`src/rtl/hazard_pkg.sv`:
```
// Shared types and constants for the ID-stage hazard/stall unit.
package hazard_pkg;

  // Stall controller state.
  typedef enum logic [1:0] {
    RUN   = 2'd0,
    STALL = 2'd1,
    HALT  = 2'd2
  } hazState_e;

  // Number of bubbles a detected hazard requires.
  localparam logic [1:0] BUBBLE_NONE = 2'd0;
  localparam logic [1:0] BUBBLE_ONE  = 2'd1;
  localparam logic [1:0] BUBBLE_TWO  = 2'd2;

  // Architectural zero register; writes to it never create a dependency.
  localparam logic [4:0] REG_ZERO = 5'd0;

endpackage : hazard_pkg

```
`src/rtl/hazard_dep_cmp.sv`:
```
// Single register dependency comparator: flags a match when the source is
// actually read, the enable condition holds and the destination is a real
// (non-zero) register equal to the source.
module hazard_dep_cmp
  import hazard_pkg::*;
#(
  parameter logic [4:0] REG_ZERO = hazard_pkg::REG_ZERO
) (
  input  logic [4:0] src,
  input  logic       uses,
  input  logic [4:0] dst,
  input  logic       en,
  output logic       match
);

  // Pure combinational compare; no state.
  always_comb begin
    match = en && uses && (src == dst) && (dst != REG_ZERO);
  end

endmodule : hazard_dep_cmp

```
`src/rtl/hazard_stall_unit.sv`:
```
// Hazard detection and stall control for the 5-stage pipeline. Detects RAW
// hazards that forwarding cannot resolve, derives the bubble count, and runs a
// small RUN/STALL/HALT controller that gates PC, IF/ID and ID/EX.
module hazard_stall_unit
  import hazard_pkg::*;
#(
  parameter int         PERF_W   = 32,
  parameter logic [4:0] REG_ZERO = hazard_pkg::REG_ZERO
) (
  input  logic              clk,
  input  logic              rst,
  input  logic [4:0]        ID_RS,
  input  logic [4:0]        ID_RT,
  input  logic              ID_UsesRS,
  input  logic              ID_UsesRT,
  input  logic              ID_Branch,
  input  logic              ID_BranchTaken,
  input  logic              ID_Jump,
  input  logic              ID_Halt,
  input  logic              ID_EX_RegWrite,
  input  logic              ID_EX_MemRead,
  input  logic [4:0]        ID_EX_WriteReg,
  input  logic              EX_MEM_MemRead,
  input  logic [4:0]        EX_MEM_WriteReg,
  output logic              PC_Write,
  output logic              IF_ID_Write,
  output logic              IF_ID_Flush,
  output logic              ID_EX_Flush,
  output logic              Halted,
  output logic [PERF_W-1:0] Stall_Cycles
);

  hazState_e   state_r;
  logic [1:0]  cnt_r;
  logic [1:0]  bubbleN_s;

  // jr reads RS in ID just like a branch, so it shares the branch RS path.
  logic branchRs_s;
  logic branchRt_s;
  logic aluEnRs_s, aluEnRt_s, memEnRs_s, memEnRt_s;
  logic loadExRs_s, loadExRt_s, aluRs_s, aluRt_s, memRs_s, memRt_s;
  logic countEn_s;

  // Enables for the comparator instances.
  always_comb begin
    branchRs_s = ID_Branch || (ID_Jump && ID_UsesRS);
    branchRt_s = ID_Branch;
    aluEnRs_s  = branchRs_s && ID_EX_RegWrite && !ID_EX_MemRead;
    aluEnRt_s  = branchRt_s && ID_EX_RegWrite && !ID_EX_MemRead;
    memEnRs_s  = branchRs_s && EX_MEM_MemRead;
    memEnRt_s  = branchRt_s && EX_MEM_MemRead;
  end

  hazard_dep_cmp #(.REG_ZERO(REG_ZERO)) uLoadExRs (.src(ID_RS), .uses(ID_UsesRS), .dst(ID_EX_WriteReg),  .en(ID_EX_MemRead), .match(loadExRs_s));
  hazard_dep_cmp #(.REG_ZERO(REG_ZERO)) uLoadExRt (.src(ID_RT), .uses(ID_UsesRT), .dst(ID_EX_WriteReg),  .en(ID_EX_MemRead), .match(loadExRt_s));
  hazard_dep_cmp #(.REG_ZERO(REG_ZERO)) uAluRs    (.src(ID_RS), .uses(ID_UsesRS), .dst(ID_EX_WriteReg),  .en(aluEnRs_s),     .match(aluRs_s));
  hazard_dep_cmp #(.REG_ZERO(REG_ZERO)) uAluRt    (.src(ID_RT), .uses(ID_UsesRT), .dst(ID_EX_WriteReg),  .en(aluEnRt_s),     .match(aluRt_s));
  hazard_dep_cmp #(.REG_ZERO(REG_ZERO)) uMemRs    (.src(ID_RS), .uses(ID_UsesRS), .dst(EX_MEM_WriteReg), .en(memEnRs_s),     .match(memRs_s));
  hazard_dep_cmp #(.REG_ZERO(REG_ZERO)) uMemRt    (.src(ID_RT), .uses(ID_UsesRT), .dst(EX_MEM_WriteReg), .en(memEnRt_s),     .match(memRt_s));

  // Bubble count = max over matching hazard terms; branch-on-load in EX wins.
  always_comb begin
    bubbleN_s = BUBBLE_NONE;
    if ((branchRs_s && loadExRs_s) || (branchRt_s && loadExRt_s)) begin
      bubbleN_s = BUBBLE_TWO;
    end else if (loadExRs_s || loadExRt_s || aluRs_s || aluRt_s || memRs_s || memRt_s) begin
      bubbleN_s = BUBBLE_ONE;
    end else begin
      bubbleN_s = BUBBLE_NONE;
    end
  end

  // Output decode; reset forces the frozen/bubble pattern immediately.
  always_comb begin
    PC_Write    = 1'b0;
    IF_ID_Write = 1'b0;
    IF_ID_Flush = 1'b0;
    ID_EX_Flush = 1'b1;
    if (rst) begin
      ID_EX_Flush = 1'b1;
    end else begin
      case (state_r)
        RUN: begin
          if (bubbleN_s == BUBBLE_NONE) begin
            PC_Write    = 1'b1;
            IF_ID_Write = 1'b1;
            IF_ID_Flush = ID_Jump || (ID_Branch && ID_BranchTaken);
            ID_EX_Flush = 1'b0;
          end else begin
            ID_EX_Flush = 1'b1;
          end
        end
        STALL:   ID_EX_Flush = 1'b1;
        HALT:    ID_EX_Flush = 1'b1;
        default: ID_EX_Flush = 1'b1;
      endcase
    end
  end

  // Controller state, remaining-stall counter and halt latch.
  always_ff @(posedge clk or posedge rst) begin
    if (rst) begin
      state_r <= RUN;
      cnt_r   <= 2'd0;
      Halted  <= 1'b0;
    end else begin
      case (state_r)
        RUN: begin
          if (bubbleN_s == BUBBLE_TWO) begin
            cnt_r   <= 2'd1;
            state_r <= STALL;
          end else if ((bubbleN_s == BUBBLE_NONE) && ID_Halt) begin
            state_r <= HALT;
            Halted  <= 1'b1;
          end
        end
        STALL: begin
          cnt_r <= cnt_r - 2'd1;
          // A corrupted zero count also returns to RUN rather than wrapping.
          if (cnt_r <= 2'd1) begin
            state_r <= RUN;
          end
        end
        HALT: begin
          state_r <= HALT;
        end
        default: begin
          state_r <= RUN;
          cnt_r   <= 2'd0;
        end
      endcase
    end
  end

  // Bubble cycles caused by hazards (halt bubbles excluded).
  always_comb begin
    countEn_s = ID_EX_Flush && ((state_r == RUN) || (state_r == STALL));
  end

  // Saturating stall-cycle performance counter.
  always_ff @(posedge clk or posedge rst) begin
    if (rst) begin
      Stall_Cycles <= {PERF_W{1'b0}};
    end else if (countEn_s && (Stall_Cycles != {PERF_W{1'b1}})) begin
      Stall_Cycles <= Stall_Cycles + {{(PERF_W-1){1'b0}}, 1'b1};
    end else begin
      Stall_Cycles <= Stall_Cycles;
    end
  end

endmodule : hazard_stall_unit

```
`config.mk`:
```
export PLATFORM = sky130hd
export DESIGN_NAME = hazard_stall_unit
export DESIGN_NICKNAME = d
export VERILOG_FILES = /design/src/rtl/hazard_pkg.sv /design/src/rtl/hazard_dep_cmp.sv /design/src/rtl/hazard_stall_unit.sv
export SDC_FILE = /design/constraint.sdc
export NUM_CORES = 1
export LEC_CHECK = 0
export CAP_MARGIN = 30
export CORE_ASPECT_RATIO = 0.9
export CORE_MARGIN = 1
export CORE_UTILIZATION = 48
export CTS_BUF_LIST = sky130_fd_sc_hd__clkbuf_4 sky130_fd_sc_hd__clkbuf_8
export DETAILED_ROUTE_END_ITERATION = 16
export PLACE_DENSITY = 0.82
export SYNTH_ARGS = -nofsm -noshare
export SYNTH_HDL_FRONTEND = slang
export SYNTH_SLANG_ARGS = --single-unit
export TNS_END_PERCENT = 1
```
`constraint.sdc`:
```
create_clock -name clk -period 3 [get_ports clk]
set_input_delay 0.6 -clock clk [delete_from_list [all_inputs] [get_ports clk]]
set_output_delay 0.6 -clock clk [all_outputs]
set_load 0.01 [all_outputs]
```
# Word level (Yosys, flattened, before mapping)
# Index checks and enable logic that the tools add are counted.
classes:
  n_reduce_logical: 48
  mul: 0
  n_mux: 17
  n_addsub: 2
  order_cmp: 1
  bitwise: 2
  div: 0
  eq_ne: 11
  n_shift: 0
op_table:
  columns: ["operator", "count"]
  rows:
  - ["$add 32x1->32 const B", 1]
  - ["$ne 32x32->1 const B", 1]
  - ["$logic_and 1x1->1", 31]
  - ["$eq 5x5->1", 4]
  - ["$pmux 2 s3", 2]
  - ["$mux 1", 10]
  - ["$mux 2", 5]
  - ["$reduce_bool 5->1", 2]
  - ["$logic_or 1x1->1", 9]
  - ["$eq 2x2->1 const B", 2]
  - ["$logic_not 2->1", 2]
  - ["$ne 2x2->1 const B", 2]
  - ["$reduce_and 2->1", 2]
  - ["$ne 3x3->1 const B", 1]
  - ["$reduce_and 3->1", 1]
  - ["$eq 2x1->1 const B", 1]
  - ["$le 2x1->1 const B", 1]
  - ["$not 1->1", 2]
  - ["$sub 2x1->2 const B", 1]
  - ["$logic_not 1->1", 1]
totals:
  latch_bits: 0
  memories: 0
  output_inout_bits: 37
  ramBits: 0
  regBits: 37
  rom_bits: 0
  input_bits: 31
  elab_cells: 85

# Logic depth before layout (Yosys ltp)
# Gate-level depths: netlist of run 1.
logic_depth:
  word_depth: 19
  ltp_mapped: 9
  mapped_depth_nobuf: 8

# Hierarchy
# Synthesis of run 1 repeated with hierarchy kept, for this count alone.
hier_totals:
  hier_cells: 252
  hier_area_um2: 2411.1
modules_own_cells:
  columns: ["mod", "area_per_inst_um2", "cells_each", "instances", "seq_area_each_um2"]
  rows:
  - ["hazard_stall_unit", 1953.1, 192, 1, 925.9]
  - ["hazard_dep_cmp", 76.3, 10, 6, 0.0]

# Least setup slack after synthesis of run 1
# OpenSTA, ideal clock, no wires.
synth_timing:
  kind: "input-to-output"
  startpoint: "input ID_EX_WriteReg[1]"
  endpoint: "output IF_ID_Flush"
  required_ns: 2.400
  path_stages: 6
  arrival_ns: 1.940
  path_slack_ns: 0.460
  n_path_buf: 0
  path_cell_list: "or4_1 > o22ai_1 > or3_1 > o2111a_4 > inv_4 > nor2_1"
synth_via:
  elab_chain_len: 14
  elab_cells_between_ends: 25
  cone_classes: "eq/ne: 2; mux: 5; reduce/logical: 18"
synth_lines:
  columns: ["item", "line", "text"]
  rows:
  - ["start, declared", "hazard_stall_unit.sv:22", "input logic [4:0] ID_EX_WriteReg,"]
  - ["$eq 5x5->1", "hazard_dep_cmp.sv:18", "match = en && uses && (src == dst) && (dst != REG_ZERO);"]
  - ["$logic_and 1x1->1 (2 in series)", "hazard_dep_cmp.sv:18", null]
  - ["$logic_or 1x1->1 (5 in series)", "hazard_stall_unit.sv:66", "end else if (loadExRs_s || loadExRt_s || aluRs_s || aluRt_s || memRs_s || memRt_s) begin"]
  - ["$mux 1", "hazard_stall_unit.sv:66", null]
  - ["$mux 2 (*)", "hazard_stall_unit.sv:64", "if ((branchRs_s && loadExRs_s) || (branchRt_s && loadExRt_s)) begin"]
  - ["$logic_not 2->1 (*)", "hazard_stall_unit.sv:84", "if (bubbleN_s == BUBBLE_NONE) begin"]
  - ["$mux 1 (*)", "hazard_stall_unit.sv:84", null]
  - ["$mux 1 (*)", "hazard_stall_unit.sv:82", "case (state_r)"]
  - ["$mux 1 (*)", "hazard_stall_unit.sv:79", "if (rst) begin"]
  - ["end, declared", "hazard_stall_unit.sv:27", "output logic IF_ID_Flush,"]
# Every way passes the cells marked *; elsewhere a longest branch is shown, timed or not.

# Worst setup path after layout of run 1
# Same ends and word-level chain as after synthesis.

==> summary.md, run 1 <==
| Metric | Value |
|---|---|
| Post-synth ARST share | 100.0% |
| Worst Hold Class | reg -> reg |
| Sequential-to-total area share from yosys stat | a little over two fifths |
| Ant diodes | 0 |
| WL met3 | 293 um |
| Crit path required time | between 2 and 2.5 ns |
| Final setup violation count | 1 |
| WL met2 | about 2700 um |
| Post-DP HPWL | 4333 um |
| Synth cell types | 44 |
| RSZ-0062 raised after global routing | true |
| Critical path type | in -> out |
| Clock root buffer | clkbuf_8 |
| Hold WS | between 0.4 and 0.5 ns |
| Gpl congestion | between 0.9 and 1 |
| FILL cells | 288 |
| Post-route setup slack | -0.0007130 ns |
| Die width | 73.38 um |
| Slew @ Worst Pin | between 0.4 and 0.5 ns |
| Site row count | 22 |
| Place WS | -0.4467 ns |
| #FFs+latches synth | 37 |
| Clock-pin slew on the worst setup and hold paths | around 0.060 ns |
| Clk sinks | 37 |
| Post-Route WL | roughly 5900 um |
| Mapped cell area | 2201 sq um |
| Clk_lat worst skew | roughly 0.29 ns |
| Share of cells above drive strength 1 | between 20% and 30% |
| Post-route setup TNS | -0.0007130 ns |
| Worst Clk Skew | a little over 0.009 ns |
| Maximum vdd drop | between 200 and 300 uV |
| Gr usage total | between 20% and 30% |
| Warnings from Yosys | 0 |
| Period utilization | 100.0% |
| First-pass GRT wire length | between 9000 and 10000 um |
| Drt wl/cell | 15.76 um |
| Crit start category | input pin |
| Via/cell ratio | ~5.3 |
| Core Area | 4239 sq um |
| Max Used Layer | met4 |
| Port bufs | 67 |
| First-pass DRT Iterations | 4 |
| Final Max Tran Viols | 0 |
| Num CTS Buffers | 5 |
| Post-layout util | between 70 and 80% |
| Post-synthesis instance total | 216 |
| Max Cap Viol | 0 |
| Syn Nets | approximately 250 |
| Clock period minus final worst setup slack | 3.001 ns |
| Worst setup EP type | output pin |
| Top post-synthesis cells by area | dfrtp_1, xnor2_1, xor2_1, nand2_1, nand3_1 |
| Routed Antenna Nets | 0 |
| Initial antenna violation count | 0 |
| Count leader, synth | dfrtp_1 |
| Share of the synthesized area in the top cell type | about 42% |
| Synth Flop Type | dfrtp_1 |
| Number of top-level pins | 68 |
| Clk buf depth | 2 |
| Nets | ~350 |
| Power Density | 378.8 nW/um^2 |
| Hold Vio Cnt, Final | 0 |
| Iter 0 DRT Violations | about 150 |
| Largest area contributor in the netlist | dfrtp_1 |
| Vias in the first global route | just under 2000 |
| Htree depth | 2 |
| LEAKAGE | 1.459 nW |
| CTS tree | built |
| Initial Utilization | approximately 52% |
| Most common library cells after synthesis | dfrtp_1, xnor2_1, xor2_1 |
| Outcome | complete, but fails checks |
| Grt ovf | 0 |
| Largest net degree at the start of global routing | 38 |
| DIE AREA | a little under 5000 sq um |
| Critical path arrival | approximately 2.4 ns |
| Drt drc | 0 |
| M1 WL | ~2900 um |
| Via count | 2005 |
| Hold-fix buffers, CTS | 0 |
| Crit path max fanout | 4 |
| Die height | between 60 and 70 um |
| Area growth, synth to finish | 50.43% |
| Slew HR | about two thirds |
| Synth Area per Inst | 10.19 sq um |
| Post-synth EDFFs | 0 |
| Fmax achieved | 333.3 MHz |
| Failing checks | negative setup slack |
## power breakdown
part	internal (mW)	leakage, nW	total [mW]	switching, mW
logic	0.137	0.904	0.260	0.123
clock network	0.280	0.0619	0.453	0.173
registers	0.517	0.493	0.541	0.0247
total	0.933	1.46	1.25	0.321
## kinds of logic after synthesis
group	Yosys count	synth area share, %
AND/OR/NAND/NOR	90	26.09
XOR/XNOR	51	20.30
flip-flops	37	42.07
AO/OA/AOI/OAI	19	6.481
buffers and inverters	16	3.411
adder cells (fa/ha/maj)	2	1.137
multiplexers	1	0.5116
## stage by stage
stage | cells | power, mW | cell area, sq um
6_report | 376 | 1.254 | 3311
5_1_grt | 376 | 1.304 | 3311
4_1_cts | 376 | 1.251 | 3286
3_5_place_dp | 363 | 0.7989 | 3127
3_3_place_gp | 363 | 0.7933 | 3127
2_1_floorplan | 216 | 0.6585 | 2201
## worst paths after layout
kind,startpoint,to,slack (ns),cells after the start
setup / recovery,ID_EX_WriteReg[1],IF_ID_Flush,-0.0007,9
hold / removal,Halted,Halted,0.48,1
setup reg to reg,Stall_Cycles[18],Stall_Cycles[1],0.58,7
hold reg to reg,Halted,Halted,0.48,1
max in group asynchronous,rst,Stall_Cycles[30],1.92,3
min in group asynchronous,rst,Stall_Cycles[9],0.76,3
## registers in the layout, summed over array words and instances, names as in the netlist
signal,count
Halted,1
state_r,2
Stall_Cycles,32
cnt_r,2
## cells in the final DEF, fill, tap and decap left out, types with 7 or more instances in the layout
cell type and count:
nor2_1 7, xor2_1 21, nand2_1 19, inv_1 7, nor3_1 7, xnor2_1 30, clkdlybuf4s50_1 60, dfrtp_1 37
buf_4 32, nand4_1 7, nand3_1 12
## layout make-up
type                       instances  area, sq um  share of cell area (%)
clock buffer                       7        90.09                   2.721
timing repair buffer             100        907.1                   27.40
tap                               60        75.07                   2.268
multi-input combinational        163         1250                   37.76
clock inverter                     1        30.03                  0.9070
sequential                        37        925.9                   27.97
inverter                           8        32.53                  0.9826
## layer usage
metal	track usage, %	vias to the layer above
met4	9.375	0
met1	37.81	958
met5	0	-
li1	-	963
met2	41.55	72
met3	5.183	12
## worst max-delay path: stages
cell and delay (ns):
clkdlybuf4s50_1 0.43, buf_4 0.15, xnor2_1 0.15, nand2_1 0.10, or4b_4 0.55, o2111a_4 0.19
inv_4 0.06, nor2_1 0.04, buf_2 0.13
## timing repair
action / in CTS / in global routing
setup buffers: 5 / 0
endpoints found under the hold margin: 0 / 0
resized for setup: 19 / 9
pin swaps: 2 / 1
endpoints found under the setup margin: 4 / 8
Power figures use the tool's default switching activity.
==> run 2: changes to the inputs <==
Settings changed: CORE_UTILIZATION 48 to 50, PLACE_DENSITY 0.82 to 0.83, SYNTH_HIERARCHICAL set to 1.
==> summary.md, run 2 <==
| Metric | Value |
|---|---|
| Outcome | complete, no violations |
| Clock-pin slew on the worst setup and hold paths | 0.06 ns |
| Top post-synthesis cells by area | dfrtp_1, xnor2_1, nand3_1, nand4_1, nor3b_2 |
| Crit path max fanout | 4 |
| Number of top-level pins | 68 |
| Htree depth | 2 |
| Post-DP HPWL | between 4000 and 5000 um |
| Post-layout util | between 70 and 80% |
| Most common cell after layout, fill and taps aside | xnor2_1 |
| Syn Nets | about 290 |
| Share of the synthesized area in the top cell type | around two fifths |
| Vias in the first global route | around 2200 |
| Drt wl/cell | 16.15 um |
| Most common library cells after synthesis | xnor2_1, dfrtp_1, nand3_1 |
| Initial Utilization | between 50% and 60% |
| Gpl congestion | 0.8690 |
| Mapped cell area | between 2000 and 2500 sq um |
| Core Area | about 4500 sq um |
| Clk buf depth | 2 |
| FILL cells | roughly 330 |
| Crit path required time | ~2.4 ns |
| Max reg flops | 32 |
| Power Density | 332.0 nW/um^2 |
| Final Max Tran Viols | 0 |
| Largest area contributor in the netlist | dfrtp_1 |
| LEAKAGE | 1.504 nW |
| Hold Vio Cnt, Final | 0 |
| Fmax achieved | ~350 MHz |
| DIE AREA | 5104 sq um |
| Max Cap Viol | 0 |
| Drt drc | 0 |
| Clock root buffer | clkbuf_8 |
| Most frequent cells in the layout | xnor2_1, dfrtp_1, clkdlybuf4s50_1 |
| Count leader, synth | xnor2_1 |
| Iter 0 DRT Violations | between 150 and 200 |
| Die height | between 60 and 70 um |
| Mux cell area share after synthesis | under 10% |
| Slew @ Worst Pin | around 0.47 ns |
| Share of cells above drive strength 1 | 23.65% |
| Nets | roughly 380 |
| Critical path type | in -> out |
| Slew HR | roughly 69% |
| Post-synth ARST share | 100.0% |
| Port bufs | 67 |
| #FFs+latches synth | 37 |
| Via/cell ratio | between 5 and 6 |
| Post-Route WL | around 6700 um |
| Ant diodes | 0 |
| Largest family of logic cells by synthesized area | simple AND/OR/NAND/NOR gates |
| Final setup violation count | 0 |
| Sequential-to-total area share from yosys stat | around 38% |
| Clk_lat worst skew | between 0.2 and 0.3 ns |
| Die width | 75.20 um |
| Via count | approximately 2400 |
| Site row count | 23 |
| CTS tree | built |
| First-pass GRT wire length | 10310 um |
| Critical path arrival | 2.29 ns |
| Crit start category | input pin |
| Routed Antenna Nets | 0 |
| Biggest register | Stall_Cycles |
| Grt ovf | 0 |
| Worst Clk Skew | approximately 0.005 ns |
| Num CTS Buffers | 5 |
| Area growth, synth to finish | 45.56% |
| XOR/XNOR Fraction of Synth Area | between 10% and 20% |
| Initial antenna violation count | 0 |
| Final instance area | about 3500 sq um |
| DP Area | about 3400 sq um |
| Maximum vdd drop | ~310 uV |
| Gr usage total | a little over a quarter |
| Post-synthesis instance total | roughly 250 |
| Synth Area per Inst | around 9.6 sq um |
| Post-synth EDFFs | 0 |
| Clk sinks | 37 |
| Area share of fa/ha/maj cells after synthesis | under 10% |
| First-pass DRT Iterations | 5 |
| Simple-gate share of the synthesized area | 27.71% |
| Largest net degree at the start of global routing | 38 |
| Worst setup EP type | output pin |
| Worst Hold Class | reg -> reg |
| Synth cell types | 48 |
| Compound-Gate Fraction of Synth Area | approximately 9% |
| Biggest regs | Stall_Cycles (32), cnt_r (2), state_r (2) |
| Period utilization | roughly 96% |
| Synth Flop Type | dfrtp_1 |
| Warnings from Yosys | 6 |
| Hold-fix buffers, CTS | 0 |
| Clock period minus final worst setup slack | around 2.9 ns |
-- run 2: changes by cell type in the layout (fill, tap and decap cells not counted), sizes merged, moves of 5 or more --
cell and change:
xor2 -13, clkdlybuf4s50 -23, o21ai +5, nand3 +7, nand4 +8, dlymetal6s2s +8, nor3b +9, xnor2 +12
nor2 +8, clkbuf +6, nor3 -6, o2111ai +8, nand2 -6
-- run 2: timing repair --
item                       4_1_cts  5_1_grt
pin swaps                        6       14
setup endpoints to repair        4        9
resized for setup               42       49
setup buffers                    0        1
-- run 2: path summary, 6_finish.rpt --
| kind | from | endpoint | slack [ns] | cells past startpoint |
|---|---|---|---|---|
| max in group asynchronous | rst | Stall_Cycles[9] | 1.86 | 3 |
| worst min-delay path | Halted | Halted | 0.47 | 1 |
| worst max-delay path | ID_Branch | IF_ID_Flush | 0.11 | 10 |
| worst max register to register | Stall_Cycles[0] | Stall_Cycles[1] | 0.52 | 6 |
| min in group asynchronous | rst | Halted | 0.80 | 3 |
| worst min register to register | Halted | Halted | 0.47 | 1 |
-- run 2: power by group --
part	leakage [nW]	internal, mW	switching (mW)
Sequential	0.490	0.526	0.0353
Clock	0.0477	0.191	0.164
Combinational	0.966	0.135	0.114
Total	1.50	0.852	0.313
-- run 2: worst max-delay path, cell delays in order --
cell	delay, ns
clkdlybuf4s15_1	0.23
a21oi_2	0.20
nor3b_2	0.08
o2111ai_2	0.08
nor3b_2	0.07
nor4_2	0.37
nor4b_4	0.28
nand2_1	0.13
nor2_1	0.11
buf_2	0.13
-- run 2: final cells by class --
class	instances	area, sq um	share of cell area (%)
well taps	62	77.57	2.210
repair buffers	98	859.6	24.49
flip-flops and latches	37	925.9	26.38
inverters	12	45.04	1.283
clock buffers	7	90.09	2.567
multi-input cells	197	1511	43.07
-- run 2: through the flow --
stage                     total power [mW]  hold slack (ns)  setup TNS, ns  setup slack, ns  instances
after floorplan                     0.6665           0.4461              0          0.09938        252
after global placement              0.8067           0.4422         -3.943          -0.7074        405
after detailed placement            0.8156           0.4595         -5.203          -0.7672        405
after CTS                            1.163           0.4745       -0.08976         -0.08188        412
after global routing                 1.215           0.4788      -0.006456        -0.006456        413
final                                1.165           0.4663              0           0.1137        413
-- run 2: cell families after synthesis --
logic type / after synthesis
simple gates: 110
flops: 37
compound gates: 30
mux: 5
fa+ha+maj: 2
xor+xnor: 50
buf+inv: 18
-- run 2: per-layer routing --
layer	vias to the layer above	global-route usage, %	wire length (um)
met1	1159	39.31	3107
met2	99	40.65	3051
met4	0	7.407	95
met3	10	5.449	414
li1	1111	-	-
met5	-	0	0
